**src/rtl/seg_mux_driver.sv**
```systemverilog
// Two-digit 7-segment multiplexer: blank gap between digits, PWM brightness, per-frame input capture.
// Define SEG_MUX_LZB_EN to blank a captured tens "0" (leading-zero blanking).
module seg_mux_driver #(
  parameter int SLOT_LEN = 8,
  parameter int BRIGHT_W = 3
) (
  input  logic                clk_i,
  input  logic                rst_i,
  input  logic [6:0]          seg_tens_i,
  input  logic [6:0]          seg_ones_i,
  input  logic [BRIGHT_W-1:0] bright_i,
  output logic [6:0]          seg_o,
  output logic [1:0]          dig_en_o,
  output logic                frame_o
);

  // state   | meaning
  // BLANK_T | frame cycle 0, both digits off, inputs captured, frame pulse
  // SHOW_T  | tens slot, lit for the first min(bright, L-1) cycles
  // BLANK_O | anti-ghosting gap before the ones slot
  // SHOW_O  | ones slot, lit for the first min(bright, L-1) cycles
  typedef enum logic [1:0] {
    BLANK_T = 2'd0,
    SHOW_T  = 2'd1,
    BLANK_O = 2'd2,
    SHOW_O  = 2'd3
  } state_t;

  localparam int          CNT_W     = $clog2(SLOT_LEN);
  localparam logic [31:0] SHOW_LAST = 32'(SLOT_LEN - 2);
  localparam logic [31:0] ON_MAX    = 32'(SLOT_LEN - 1);

  // state_q/cnt_q name the frame cycle whose outputs are registered at the next edge.
  state_t              state_q, state_d;
  logic [CNT_W-1:0]    cnt_q, cnt_d;
  logic [6:0]          tens_q, tens_d;
  logic [6:0]          ones_q, ones_d;
  logic [BRIGHT_W-1:0] bright_q, bright_d;
  logic [6:0]          seg_q, seg_d;
  logic [1:0]          dig_en_q, dig_en_d;
  logic                frame_q, frame_d;

  logic [31:0] on_cycles;
  logic        lit;
  logic        show_last;
  logic        tens_blank;

  always_comb begin
    on_cycles = (32'(bright_q) > ON_MAX) ? ON_MAX : 32'(bright_q);
    lit       = (32'(cnt_q) < on_cycles);
    show_last = (32'(cnt_q) >= SHOW_LAST);
`ifdef SEG_MUX_LZB_EN
    tens_blank = (tens_q == 7'h3F);
`else
    tens_blank = 1'b0;
`endif
  end

  always_comb begin
    state_d  = state_q;
    cnt_d    = cnt_q + CNT_W'(1);
    tens_d   = tens_q;
    ones_d   = ones_q;
    bright_d = bright_q;
    seg_d    = 7'h00;
    dig_en_d = 2'b00;
    frame_d  = 1'b0;

    case (state_q)
      BLANK_T: begin
        frame_d  = 1'b1;
        tens_d   = seg_tens_i;
        ones_d   = seg_ones_i;
        bright_d = bright_i;
        state_d  = SHOW_T;
        cnt_d    = '0;
      end
      SHOW_T: begin
        if (lit && !tens_blank) begin
          dig_en_d = 2'b10;
          seg_d    = tens_q;
        end
        if (show_last) begin
          state_d = BLANK_O;
          cnt_d   = '0;
        end
      end
      BLANK_O: begin
        state_d = SHOW_O;
        cnt_d   = '0;
      end
      SHOW_O: begin
        if (lit) begin
          dig_en_d = 2'b01;
          seg_d    = ones_q;
        end
        if (show_last) begin
          state_d = BLANK_T;
          cnt_d   = '0;
        end
      end
      default: begin
        state_d = BLANK_T;
        cnt_d   = '0;
      end
    endcase
  end

  always_ff @(posedge clk_i) begin
    if (rst_i) begin
      state_q  <= BLANK_T;
      cnt_q    <= '0;
      tens_q   <= 7'h00;
      ones_q   <= 7'h00;
      bright_q <= '0;
      seg_q    <= 7'h00;
      dig_en_q <= 2'b00;
      frame_q  <= 1'b0;
    end else begin
      state_q  <= state_d;
      cnt_q    <= cnt_d;
      tens_q   <= tens_d;
      ones_q   <= ones_d;
      bright_q <= bright_d;
      seg_q    <= seg_d;
      dig_en_q <= dig_en_d;
      frame_q  <= frame_d;
    end
  end

  assign seg_o    = seg_q;
  assign dig_en_o = dig_en_q;
  assign frame_o  = frame_q;

endmodule

```
**config.mk**
```make
export PLATFORM = sky130hd
export DESIGN_NAME = seg_mux_driver
export DESIGN_NICKNAME = d
export VERILOG_FILES = /design/src/rtl/seg_mux_driver.sv
export SDC_FILE = /design/constraint.sdc
export NUM_CORES = 1
export LEC_CHECK = 0
export ABC_CLOCK_PERIOD_IN_PS = 1400
export CAP_MARGIN = 20
export CELL_PAD_IN_SITES_DETAIL_PLACEMENT = 1
export CELL_PAD_IN_SITES_GLOBAL_PLACEMENT = 1
export CORE_AREA = 4 4 73 75
export DETAILED_ROUTE_END_ITERATION = 8
export DIE_AREA = 0 0 77 79
export MAX_ROUTING_LAYER = met4
export PLACE_DENSITY = 0.73
export SETUP_SLACK_MARGIN = 0.1
export SKIP_LAST_GASP = 1
export SYNTH_ARGS = -nofsm -noshare
export SYNTH_HDL_FRONTEND = slang
export SYNTH_SLANG_ARGS = --single-unit
```
**constraint.sdc**
```tcl
create_clock -name clk_i -period 1.4 [get_ports clk_i]
set_input_delay 0.28 -clock clk_i [delete_from_list [all_inputs] [get_ports clk_i]]
set_output_delay 0.28 -clock clk_i [all_outputs]
set_load 0.05 [all_outputs]
```
# Word-level counts from Yosys, hierarchy flattened
# Cells that the tools add are included.
[classes] n_addsub=1 magnitude_cmp=2 eq_ne=5 muxes=12 n_reduce_logical=4
[ops] operator="2-to-1 mux 7 bit" count=2
[ops] operator="one-hot mux 7 bit (2 select lines)" count=1
[ops] operator="one-hot mux 2 bit (4 select lines)" count=1
[ops] operator="2-to-1 mux 2 bit" count=3
[ops] operator="one-hot mux 3 bit (2 select lines)" count=1
[ops] operator="equality test 2 bit, second input constant" count=2
[ops] operator="!= test 2 bit, second input constant" count=2
[ops] operator="one-hot mux 2 bit (2 select lines)" count=1
[ops] operator="OR reduction 2 bit" count=2
[ops] operator="adder 3 x 1 -> 3 bit, second input constant" count=1
[ops] operator="greater-or-equal comparator 3 bit, second input constant" count=1
[ops] operator="< comparator 3 bit" count=1
[ops] operator="2-to-1 mux 3 bit" count=1
[ops] operator="equality test 2 x 1 -> 1 bit, second input constant" count=1
[ops] operator="logical NOT 2 bit" count=1
[ops] operator="2-to-1 mux 1 bit" count=2
[ops] operator="AND reduction 2 bit" count=1
[totals] register_bits=32 inputBits=19 word_cells=32

# Logic depth before layout (Yosys ltp)
# Gate-level depths: netlist (run 1).
[depth] depth_word=3 depth_mapped=6 ltp_nobuf=4

# Least setup slack after synthesis (run 1)
# No wires, ideal clock.
[synth_path] path_kind="flip-flop to flip-flop" start="reg cnt_q[2]" end="reg dig_en_q[0] (netlist: dig_en_o[0])" setup_ps=79 arrival_ps=1181 t_required_ps=1321 setup_slack_ps=140 stages_incl_launch_ff=5 n_path_buf=1 period_less_slack_ps=1260 path_cell_list="dfxtp_1 ha_1 a211o_1 buf_6 a211oi_2"
[synth_between] elab_chain_len=3
[synth_rtl] element="start: declaration" line="35" source="logic [CNT_W-1:0] cnt_q, cnt_d;"
[synth_rtl] element="start signal: assignment" line="121" source="cnt_q <= cnt_d;"
[synth_rtl] element="< comparator 3 bit" line="50" source="lit = (32'(cnt_q) < on_cycles);"
[synth_rtl] element="2-to-1 mux 1 bit" line="93" source="if (lit) begin"
[synth_rtl] element="one-hot mux 2 bit (2 select lines)" line="69" source="case (state_q)"
[synth_rtl] element="end signal: assignment" line="126" source="dig_en_q <= dig_en_d;"
[synth_rtl] element="end: declaration" line="40" source="logic [1:0] dig_en_q, dig_en_d;"
# Every way passes these cells.
# A chain may end at the register's enable or synchronous reset.

# Final worst setup path (run 1)
[layout_path] start="reg bright_q[1]" end="reg seg_q[0] (netlist: seg_o[0])"
[layout_between] elab_chain_len=3 elab_cells_between_ends=4 cone_classes="1 x order compare; 3 x mux"
[layout_rtl] element="start: declaration" line="38" source="logic [BRIGHT_W-1:0] bright_q, bright_d;"
[layout_rtl] element="start signal: assignment" line="124" source="bright_q <= bright_d;"
[layout_rtl] element="< comparator 3 bit *" line="50"
[layout_rtl] element="2-to-1 mux 7 bit (on tied branches)" line="93, 79"
[layout_rtl] element="one-hot mux 7 bit (2 select lines) *" line="69"
[layout_rtl] element="end signal: assignment" line="125" source="seg_q <= seg_d;"
[layout_rtl] element="end: declaration" line="39" source="logic [6:0] seg_q, seg_d;"
# Mark *: on every way between the ends. The rest lies on a longest branch, timed or not.

==> results of run 1 <==
[power groups by stage]
stage               Sequential, W  Combinational [W]  Clock (W)
floorplan                 0.00132           0.000784          0
global placement          0.00125            0.00121          0
detailed placement        0.00126            0.00129          0
CTS                       0.00125            0.00132   0.000771
global route              0.00128            0.00147   0.000819
finish                    0.00126            0.00136   0.000751
[logic make-up after synthesis]
kind of cell             Yosys count  share of synthesized area [%]
flip-flops                        32                           47.1
adder cells (fa/ha/maj)            8                           7.37
AO/OA/AOI/OAI                     21                           15.6
multiplexers                      19                           14.0
AND/OR/NAND/NOR                   26                           8.66
XOR/XNOR                           1                          0.645
buffers and inverters             16                           6.63
[flip-flops by register name (all words and copies together) (netlist names)]
register	flops
ones_q	7
dig_en_o	2
state_q	2
frame_o	1
cnt_q	3
bright_q	3
seg_o	7
tens_q	7
[metrics by stage]
step                std cells  utilization [%]  area, um2
CTS                       212             41.8       1950
detailed placement        204             39.0       1820
global placement          204             39.0       1820
global route              212             42.5       1980
finish                    212             42.5       1980
floorplan                 123                -       1360
[per-layer routing]
layer  share of wire, %  global-route usage, %  up-vias
met5                  0                      -        -
met4               0.55                   3.74        0
met3                5.1                   4.76        2
met2                 54                   23.1       24
met1                 40                   12.1      517
li1                   -                      -      493
[final timing paths]
path	to	slack, ns	depth (start not counted)
max	seg_o[0]$_SDFF_PP0_	0.12	4
min	state_q[0]$_SDFFE_PP0P_	0.50	2
max reg2reg	seg_o[0]$_SDFF_PP0_	0.12	4
min reg2reg	state_q[0]$_SDFFE_PP0P_	0.50	2
[cell type report]
type	instances	share of cell area, %
multi-input combinational	76	34.9
sequential	32	32.6
clock buffer	7	4.86
timing repair buffer	36	22.9
tap	54	3.41
inverter	7	1.33
[cell usage in the layout (no fill, tap or decap), drive strengths merged]
| master | synthesis | final |
|---|---|---|
| a211o | 1 | 2 |
| a211oi | 9 | 9 |
| a22oi | 7 | 7 |
| a2bb2oi | 1 | 1 |
| and2 | 1 | 1 |
| buf | 9 | 18 |
| clkbuf | 0 | 7 |
| clkdlybuf4s50 | 0 | 18 |
| dfxtp | 32 | 32 |
| ha | 8 | 8 |
| inv | 7 | 7 |
| mux2i | 19 | 19 |
| nand2b | 4 | 4 |
| nor2 | 17 | 17 |
| nor2b | 1 | 1 |
| nor3 | 3 | 3 |
| o21a | 1 | 1 |
| o21bai | 2 | 2 |
| xnor2 | 1 | 1 |
[critical path, cell delays in order (launching register included)]
cell and delay (ns):
dfxtp_1 0.34, inv_1 0.05, ha_1 0.21, a211o_4 0.40
a211oi_4 0.21
[repair_timing]
item	CTS	global route
setup buffers	0	0
gates resized for setup	7	9
pin swaps	2	0
setup endpoints to repair	9	19
cloned	1	0
==> metrics, run 1 <==
outcome=completed; Avg Cell Area, Syn=approximately 11 um2; Peak Freq=a little under 800 MHz; CTS buffer count=5; Sw Share=roughly a third; worst slew pin tran=between 0.6 and 0.7 ns; area leader, netlist=dfxtp_1; total power=0.00337 W; CP arrival=approximately 1.5 ns; Clk pwr share=between 20% and 30%; fillcell total=~500; Worst Setup SP=bright_q[1]$_SDFFE_PP0P_; Routed Antenna Nets=0; DRC violations left=0; Post-Syn Nets=150; Max-slew headroom=approximately three fifths; min-delay worst type=reg2reg; layout cell share with drive strength beyond 1=32.3%; first-pass GRT wire length=5.69 mm; Port Buffers=28; via count=slightly above 1k; first-pass iteration count of the detailed router=4; Total GRT Usage=around an eighth; WP data required=approximately 1.6 ns; top post-synthesis cells by area=dfxtp_1 47%, mux2i_1 14%, a211oi_2 8.3%; width of the die=about 77 um; most frequent cell after synthesis=dfxtp_1; DR WL/cell=16.3 um; io pins=29; post-synth top area share=approximately 47%; final WL=roughly 3.5 mm; multi-input logic area=between 600 and 700 um2; leak pwr=between 0.7 and 0.8 nW; Post-synth top cells=32 x dfxtp_1, 19 x mux2i_1, 17 x nor2_1, 9 x a211oi_2, 8 x ha_1; largest net degree at the start of global routing=17; RSZ-0062 raised after global routing=true; #FFs+latches synth=32; Clock Skew=approximately 0.0024 ns; Hold Crit Start=state_q[0]$_SDFFE_PP0P_; 1st-iter DRT viols=66; r2r startpoint=bright_q[1]$_SDFFE_PP0P_; final count of hold timing violations=0; vias per cell=approximately 5; Hold-fix buffers, CTS=0; cells after synthesis=123; Final Setup Violations=0; CTS tree=yes; min cycle time layout=between 1 and 1.5 ns; TNS Setup=0 ns; pwr dens=about 1700 nW/um2; register area share after synthesis=between 40 and 50%; Root Buffer=clkbuf_8; CP Max Fanout=5; synth-to-layout area growth=45.9%; ys flop type=dfxtp_1; Yosys cell types=18; # Max-Cap Violations=0; gpl congestion=0.817; Peak supply drop=0.000547 V; Gate power share=40.4%; # rows=25; Worst Setup Start Kind=flip-flop; setup ws final=~0.12 ns; number of flops mapped to enable cells by yosys=0; H-tree depth=2; WS Path Type=reg2reg; die area=6080 um2; die span in y=about 79 um; initial antenna violation count=0; initial core utilization=29.2%; Core Area=approximately 4700 um2; yosys warns=0; dpl ws=-0.0706 ns; register area=approximately 650 um2; Slew Viols, Final=0; clk sinks=32; Syn Std Cell Area=roughly 1400 um2; total grt overflow=0; Internal=0.00221 W; DP Wirelength=between 2 and 3 mm; Clock Tree Buf Depth=2; CP endpoint kind=flip-flop; Nets=between 150 and 200; Seq pwr share=37.4%; WHS=between 0.5 and 0.6 ns; number of antenna diodes=0; clock-pin slew on the worst setup and hold paths=around 0.06 ns; Post-synth ARST share=0%; final worst-path cycle share=91.7%; switching pwr=about 0.0012 W; vias in the first global route=between 1k and 1.5k; Skew-Pair Late Insertion Delay=around 0.27 ns
Power figures use the tool's default switching activity.
==> run 2: changes to the inputs <==
SLEW_MARGIN = 25   (was not set)
==> results of run 2 <==
No change in the layout: final DEF, timing and power equal those of run 1.
==> run 3: changes to the inputs <==
SKIP_LAST_GASP = not set   (was 1)
==> results of run 3 <==
No change in the layout: final DEF, timing and power equal those of run 1.
